$ cat src/rtl/gate_actuator_ctrl.sv
// Boom-gate actuator responder: sequences the warning lamp and motor travel on the
// monitor's close request, supervises limit switches and travel time, reports status.
module gate_actuator_ctrl #(
  parameter int WARN_CYCLES    = 300_000_000,
  parameter int TRAVEL_TIMEOUT = 800_000_000,
  parameter int BLINK_HALF     = 50_000_000
) (
  input  logic clk_100MHz,
  input  logic reset,
  input  logic close_req,
  input  logic limit_down,
  input  logic limit_up,
  output logic motor_down,
  output logic motor_up,
  output logic warn_lamp,
  output logic gate_closed,
  output logic gate_open,
  output logic fault
);

  localparam int WARN_W   = $clog2(WARN_CYCLES) + 1;
  localparam int TRAVEL_W = $clog2(TRAVEL_TIMEOUT) + 1;
  localparam int BLINK_W  = $clog2(BLINK_HALF) + 1;

  localparam logic [WARN_W-1:0]   WARN_LAST   = WARN_W'(WARN_CYCLES - 1);
  localparam logic [TRAVEL_W-1:0] TRAVEL_LAST = TRAVEL_W'(TRAVEL_TIMEOUT - 1);
  localparam logic [BLINK_W-1:0]  BLINK_LAST  = BLINK_W'(BLINK_HALF - 1);

  typedef enum logic [2:0] {
    S_INIT     = 3'd0,
    S_OPEN     = 3'd1,
    S_WARN     = 3'd2,
    S_LOWERING = 3'd3,
    S_CLOSED   = 3'd4,
    S_RAISING  = 3'd5,
    S_REVERSE  = 3'd6,
    S_FAULT    = 3'd7
  } state_t;

  state_t               r_state;
  state_t               w_next;
  logic [1:0]           r_close_sync;
  logic [1:0]           r_down_sync;
  logic [1:0]           r_up_sync;
  logic                 w_close_s;
  logic                 w_down_s;
  logic                 w_up_s;
  logic [WARN_W-1:0]    r_warn_cnt;
  logic [TRAVEL_W-1:0]  r_travel_cnt;
  logic [BLINK_W-1:0]   r_blink_cnt;
  logic [BLINK_W-1:0]   w_blink_cnt;
  logic                 r_blink_phase;
  logic                 w_blink_phase;
  logic                 w_travel_expired;

  function automatic logic is_blink(input state_t s);
    is_blink = (s == S_WARN) || (s == S_LOWERING) || (s == S_CLOSED) ||
               (s == S_RAISING) || (s == S_REVERSE);
  endfunction

  // Synchronisers stay out of reset so INIT sees the true switch levels as reset lifts.
  always_ff @(posedge clk_100MHz) begin
    r_close_sync <= {r_close_sync[0], close_req};
    r_down_sync  <= {r_down_sync[0], limit_down};
    r_up_sync    <= {r_up_sync[0], limit_up};
  end

  assign w_close_s        = r_close_sync[1];
  assign w_down_s         = r_down_sync[1];
  assign w_up_s           = r_up_sync[1];
  assign w_travel_expired = (r_travel_cnt == TRAVEL_LAST);

  // Next-state selection; a limit-switch conflict overrides every other transition.
  always_comb begin
    w_next = r_state;
    if ((r_state != S_INIT) && w_up_s && w_down_s) begin
      w_next = S_FAULT;
    end else begin
      case (r_state)
        S_INIT:     w_next = w_up_s ? S_OPEN : S_RAISING;
        S_OPEN:     w_next = w_close_s ? S_WARN : S_OPEN;
        S_WARN: begin
          if (!w_close_s) begin
            w_next = S_OPEN;
          end else if (r_warn_cnt == WARN_LAST) begin
            w_next = S_LOWERING;
          end else begin
            w_next = S_WARN;
          end
        end
        S_LOWERING: begin
          if (w_down_s) begin
            w_next = S_CLOSED;
          end else if (w_travel_expired) begin
            w_next = S_FAULT;
          end else begin
            w_next = S_LOWERING;
          end
        end
        S_CLOSED:   w_next = w_close_s ? S_CLOSED : S_RAISING;
        S_RAISING: begin
          if (w_close_s) begin
            w_next = S_REVERSE;
          end else if (w_up_s) begin
            w_next = S_OPEN;
          end else if (w_travel_expired) begin
            w_next = S_FAULT;
          end else begin
            w_next = S_RAISING;
          end
        end
        S_REVERSE:  w_next = S_LOWERING;
        S_FAULT:    w_next = S_FAULT;
        default:    w_next = S_FAULT;
      endcase
    end
  end

  // Lamp phase starts lit when the blinking states are entered and runs on across them.
  always_comb begin
    w_blink_cnt   = r_blink_cnt;
    w_blink_phase = r_blink_phase;
    if (is_blink(w_next) && !is_blink(r_state)) begin
      w_blink_cnt   = {BLINK_W{1'b0}};
      w_blink_phase = 1'b1;
    end else if (is_blink(w_next)) begin
      if (r_blink_cnt == BLINK_LAST) begin
        w_blink_cnt   = {BLINK_W{1'b0}};
        w_blink_phase = ~r_blink_phase;
      end else begin
        w_blink_cnt   = r_blink_cnt + BLINK_W'(1);
        w_blink_phase = r_blink_phase;
      end
    end else begin
      w_blink_cnt   = r_blink_cnt;
      w_blink_phase = r_blink_phase;
    end
  end

  // State, timers and outputs; outputs decode the incoming state so they move with it.
  always_ff @(posedge clk_100MHz) begin
    if (reset) begin
      r_state       <= S_INIT;
      r_warn_cnt    <= {WARN_W{1'b0}};
      r_travel_cnt  <= {TRAVEL_W{1'b0}};
      r_blink_cnt   <= {BLINK_W{1'b0}};
      r_blink_phase <= 1'b0;
      motor_down    <= 1'b0;
      motor_up      <= 1'b0;
      warn_lamp     <= 1'b0;
      gate_closed   <= 1'b0;
      gate_open     <= 1'b0;
      fault         <= 1'b0;
    end else begin
      r_state <= w_next;

      if ((w_next == S_WARN) && (r_state != S_WARN)) begin
        r_warn_cnt <= {WARN_W{1'b0}};
      end else if (r_state == S_WARN) begin
        r_warn_cnt <= r_warn_cnt + WARN_W'(1);
      end else begin
        r_warn_cnt <= r_warn_cnt;
      end

      if (((w_next == S_LOWERING) && (r_state != S_LOWERING)) ||
          ((w_next == S_RAISING) && (r_state != S_RAISING))) begin
        r_travel_cnt <= {TRAVEL_W{1'b0}};
      end else if ((r_state == S_LOWERING) || (r_state == S_RAISING)) begin
        r_travel_cnt <= r_travel_cnt + TRAVEL_W'(1);
      end else begin
        r_travel_cnt <= r_travel_cnt;
      end

      r_blink_cnt   <= w_blink_cnt;
      r_blink_phase <= w_blink_phase;

      motor_down  <= (w_next == S_LOWERING);
      motor_up    <= (w_next == S_RAISING);
      gate_closed <= (w_next == S_CLOSED);
      gate_open   <= (w_next == S_OPEN);
      fault       <= (w_next == S_FAULT);
      warn_lamp   <= (w_next == S_FAULT) || (is_blink(w_next) && w_blink_phase);
    end
  end

endmodule

$ cat config.mk
export PLATFORM = sky130hd
export DESIGN_NAME = gate_actuator_ctrl
export DESIGN_NICKNAME = d
export VERILOG_FILES = /design/src/rtl/gate_actuator_ctrl.sv
export SDC_FILE = /design/constraint.sdc
export NUM_CORES = 1
export LEC_CHECK = 0
export CAP_MARGIN = 20
export CORE_MARGIN = 2
export CORE_UTILIZATION = 50
export CTS_CLUSTER_SIZE = 30
export DETAILED_ROUTE_END_ITERATION = 10
export GPL_TIMING_DRIVEN = 0
export PLACE_DENSITY_LB_ADDON = 0.15
export SLEW_MARGIN = 25
export SYNTH_ARGS = -nofsm -noshare
export SYNTH_HDL_FRONTEND = slang
export SYNTH_SLANG_ARGS = --single-unit
$ cat constraint.sdc
create_clock -name clk_100MHz -period 3.1 [get_ports clk_100MHz]
set_clock_uncertainty 0.15 [all_clocks]
set_input_delay 0.465 -clock clk_100MHz [delete_from_list [all_inputs] [get_ports clk_100MHz]]
set_output_delay 0.465 -clock clk_100MHz [all_outputs]
set_load 0.02 [all_outputs]
; After elaboration in Yosys (flattened, before gate mapping)
; Index checks and enable logic that the tools add are counted.
[classes]
addsub = 3
eq_ne = 20
muxes = 16
n_bitwise = 1
n_reduce_logical = 24
[ops]
columns = op, count
row1 = adder 31 x 1 -> 31 bit (second input constant), 1
row2 = equality test 31 x 30 -> 1 bit (second input constant), 1
row3 = adder 30 x 1 -> 30 bit (second input constant), 1
row4 = equality test 30 x 29 -> 1 bit (second input constant), 1
row5 = adder 27 x 1 -> 27 bit (second input constant), 1
row6 = equality test 27 x 26 -> 1 bit (second input constant), 1
row7 = 2-to-1 mux 27 bit, 1
row8 = equality test 3 bit (second input constant), 8
row9 = case mux 3 bit (8 select lines), 1
row10 = 2-to-1 mux 3 bit, 6
row11 = equality test 3 x 2 -> 1 bit (second input constant), 4
row12 = logical OR 1 bit, 11
row13 = logical AND 1 bit, 7
row14 = equality test 3 x 1 -> 1 bit (second input constant), 2
row15 = 2-to-1 mux 2 bit, 3
row16 = != test 3 x 2 -> 1 bit (second input constant), 2
row17 = OR reduction 2 bit, 3
row18 = 2-to-1 mux 1 bit, 5
row19 = logical NOT 3 bit, 1
row20 = != test 3 bit (second input constant), 1
row21 = nonzero test 3 bit, 1
row22 = logical NOT 1 bit, 1
row23 = inverter 1 bit, 1
[totals]
register_bits = 104
out_inout_bits = 6
elab_cells = 78

; Depth between registers and ports, before layout
[depth]
ltp_word = 15
mapped_depth = 13
mapped_depth_nobuf = 9

; Worst setup path before layout
; Ideal clock, no wire load.
[synth_path]
path_type = register to register
start = register r_state[1]
end = register r_travel_cnt[20]
arrival_ns = 2.456
required_ns = 2.818
path_slack_ns = 0.362
stages_incl_launch_ff = 12
period_less_slack_ns = 2.738
path_cell_list = dfxtp_1 buf_2 inv_1 ha_1 nor4_1 nand2_1 o21ai_0 a2bb2oi_4 mux2i_1 a2111oi_4 buf_2 nor3_1
[synth_via]
elab_chain_cells = 8
elab_cells_between_ends = 22
[synth_lines]
columns = element, line
row1 = from (decl), 40  ; state_t r_state;
row2 = from (signal assigned), 155  ; r_state <= w_next;
row3 = "parallel branches: the longest is 8 deep, another holds case mux 3 bit (8 select lines)", --
row4 = to (signal assigned), 167  ; r_travel_cnt <= {TRAVEL_W{1'b0}};
row5 = to (signal assigned), 169  ; r_travel_cnt <= r_travel_cnt + TRAVEL_W'(1);
row6 = to (signal assigned), 171  ; r_travel_cnt <= r_travel_cnt;
row7 = to (decl), 49  ; logic [TRAVEL_W-1:0] r_travel_cnt;
; Parallel ways; which one is timed is not known.
; A chain may end at the register's enable or synchronous reset.

; Worst setup path in the final report
[layout_path]
start = register r_state[1]
end = register warn_lamp
[layout_via]
elab_chain_cells = 13
elab_cells_between_ends = 33
[layout_lines]
columns = element, line
row1 = "parallel branches: the longest is 12 deep, another holds case mux 3 bit (8 select lines)", --
row2 = logical OR 1 bit *, 182  ; warn_lamp <= (w_next == S_FAULT) || (is_blink(w_next) && w_blink_phase);
row3 = to (signal assigned), 182
row4 = to (decl), 15  ; output logic warn_lamp,
; Mark *: on every way between the ends.

==> results.py <==
metrics = {
    "worst_setup_path": {
        "critPathMaxFanout": 10,
        "worstPathRequired_ns": 3.24,
        "worst-r2r-setup-slack_ns": 0.18,
        "startpoint_type": "flip-flop",
        "worstPathArrival_ns": 3.06,
        "critical_path_class": "reg -> reg",
        "end_kind": "flip-flop",
    },
    "routing": {
        "via_per_inst": 5.76,
        "firstDrtPassIters": 4,
        "route.detailed.drc": 0,
        "drt_iter0_markers": 193,
        "wl_mm": 11.5,
        "postRouteAntennaNets": 0,
        "vias": 4394,
        "wl_per_cell_um": 15.1,
    },
    "finish": {
        "utilization": 0.560,
        "final_common_cell": "dfxtp_1",
        "final_cell_mix": "dfxtp_1 (102), nor2_1 (67), nor3_1 (44), nand2_1 (39), xor2_1 (38)",
        "antenna_cells": 0,
        "area_growth_pct": 10.7,
        "fin_nets": 633,
        "fill_cells": 949,
        "layout-drive-gt1-share": 0.0989,
    },
    "clock_network": {
        "clock_sinks": 104,
        "cts_tree": "yes",
        "holdBufCountCts": 0,
        "clk_pin_slew_ns": 0.11,
        "cts_max_level": 3,
        "clockRootBuffer": "clkbuf_8",
        "cts_made_buffers": 9,
        "cts_max_path_buffers": 2,
        "clock_latency_ns": 0.39,
    },
    "yosys": {
        "synth_nets": 612,
        "netlist_area_mm2": 0.00516,
        "ys_seq_elements": 104,
        "synth_edf_count": 0,
        "syn_avg_cell_area_um2": 8.58,
        "synth_cell_type_count": 59,
        "synth_async_sr_flop_share": 0,
        "yosysWarnings": 0,
        "syn_inst": 601,
        "synth-main-ff-cell": "dfxtp_1",
        "ys_seq_area_frac": 0.404,
    },
    "timing": {
        "fmax_mhz": 343,
        "final_hold_viol_count": 0,
        "setup_violations": 0,
        "tightest_slew_ns": 0.926,
        "slew_headroom": 0.377,
        "timing.final.crit_share": 0.942,
        "min_period_ns": 2.92,
        "setup_slack_ns": 0.181,
        "slew_violations": 0,
    },
    "flow_run": {
        "cap_viol_max_count": 0,
    },
    "global_route": {
        "track_usage": 0.213,
        "antenna_found_initial": 0,
        "grt-ovfl-total": 0,
        "grt_max_degree": 20,
        "grt_pass1_vias": 4215,
        "grt_pass1_wl_mm": 19.3,
    },
    "place": {
        "dp_worst_setup_slack_ns": -0.0869,
        "hpwl_mm": 8.12,
        "place_congestion": 0.873,
        "io_buffers": 9,
    },
    "pwr": {
        "ir_worst_vdd_mv": 0.350,
        "p_leak_uw": 0.00183,
        "cellPowerDensity_mw_per_mm2": 573,
    },
    "floorplanning": {
        "die_area_mm2": 0.0111,
        "die_h_um": 106,
        "core_mm2": 0.0102,
        "io_pins": 11,
        "start_util": 0.506,
        "die_w_um": 106,
        "num_rows": 37,
    },
    "outcome": {
        "status": "complete, no violations",
    },
    "min_path": {
        "min_path_type": "reg -> reg",
    },
}
## path summary, 6_finish.rpt
kind / from / end / cells after the start
max: r_state[1] / warn_lamp / 12
min: r_close_sync[0] / r_close_sync[1] / 0
max reg2reg: r_state[1] / warn_lamp / 12
min reg2reg: r_close_sync[0] / r_close_sync[1] / 0
## cells by family after synthesis
logic type | after synthesis | synth area share
buffers and inverters | 47 | 0.0386
flip-flops | 104 | 0.404
adder cells (fa/ha/maj) | 6 | 0.0146
AO/OA/AOI/OAI | 75 | 0.107
AND/OR/NAND/NOR | 305 | 0.327
multiplexers | 3 | 0.00582
XOR/XNOR | 61 | 0.104
## sequential cells by signal, indices dropped and copies added, names as in the netlist, 2 cells and up
| name | flops |
|---|---|
| r_close_sync | 2 |
| r_down_sync | 2 |
| r_blink_cnt | 27 |
| r_warn_cnt | 30 |
| r_state | 3 |
| r_up_sync | 2 |
| r_travel_cnt | 31 |
## worst max-delay path, cell delays in order, from the launching register on
cell and delay (ns):
dfxtp_2 0.39, buf_4 0.18, inv_1 0.10, ha_1 0.25, nor4_2 0.33, nand2_1 0.12, o21ai_2 0.12, a2bb2oi_4 0.24
and3b_1 0.23, buf_2 0.21, buf_2 0.24, nor3_1 0.09, o21a_1 0.18
## repair_timing
item                                    CTS  global route
cloned                                    0             1
resized for setup                         8            21
pin swaps                                 1             0
endpoints found under the setup margin   55            59
buffers inserted                          0             1
## synth_stat cells (2+ instances only)
cell       count  share of area
a21oi_1       23          0.022
a311oi_1       2         0.0034
a31oi_1        2         0.0024
and2_1         6         0.0073
and3_1        14          0.017
and3b_1        3         0.0051
and4_1         9          0.015
buf_1          2         0.0015
buf_2         12          0.012
buf_4          2         0.0029
clkbuf_1      19          0.014
dfxtp_1      104           0.40
ha_1           6          0.015
inv_1         11         0.0080
mux2i_1        3         0.0058
nand2_1       39          0.028
nand3_1       31          0.030
nand3b_1       3         0.0044
nand4_1       29          0.035
nand4b_1       3         0.0051
nand4bb_1      2         0.0044
nor2_1        68          0.050
nor2b_1        2         0.0024
nor3_1        46          0.045
nor3_2         3         0.0058
nor4_1         7         0.0085
nor4b_1        8          0.014
o211ai_1       2         0.0029
o21a_1         2         0.0029
o21ai_0        4         0.0039
o21ai_1        4         0.0039
o311ai_1       4         0.0068
o31ai_1       19          0.028
o41ai_1        4         0.0068
or2_2          2         0.0024
or3_1          3         0.0036
or4_1         17          0.025
xnor2_1       23          0.039
xor2_1        38          0.065
## final cells by class
cell class                      count  area, µm²  share of cell area
Tap cell                          136        170              0.0298
Clock inverter                      6       57.6              0.0101
Timing Repair Buffer               10       97.6              0.0171
Inverter                           12       45.0             0.00789
Buffer                             34        170              0.0298
Clock buffer                       10        128              0.0224
Multi-Input combinational cell    451       2950               0.517
Sequential cell                   104       2090               0.366
## metal layers
| metal | share of wire | vias to the layer above | global-route usage |
|---|---|---|---|
| li1 | - | 2225 | - |
| met1 | 0.46 | 2082 | 0.269 |
| met2 | 0.49 | 73 | 0.356 |
| met3 | 0.035 | 14 | 0.0445 |
| met4 | 0.016 | 0 | 0.0808 |
| met5 | 0 | - | 0 |
## stage by stage
step / instances / setup TNS, ns / area (µm²) / hold slack [ns] / power (µW)
after floorplan: 601 / 0 / 5160 / 0.160 / 2100
after global placement: 746 / -0.979 / 5420 / 0.164 / 2340
after detailed placement: 746 / -1.86 / 5420 / 0.164 / 2350
after CTS: 761 / 0 / 5620 / 0.188 / 3200
after global routing: 763 / -0.0133 / 5710 / 0.193 / 3420
final: 763 / 0 / 5710 / 0.186 / 3270
## power by group
part	internal [µW]	switching (µW)
Clock	314	520
Combinational	355	647
Sequential	1390	44.3
Power figures use the tool's default switching activity.
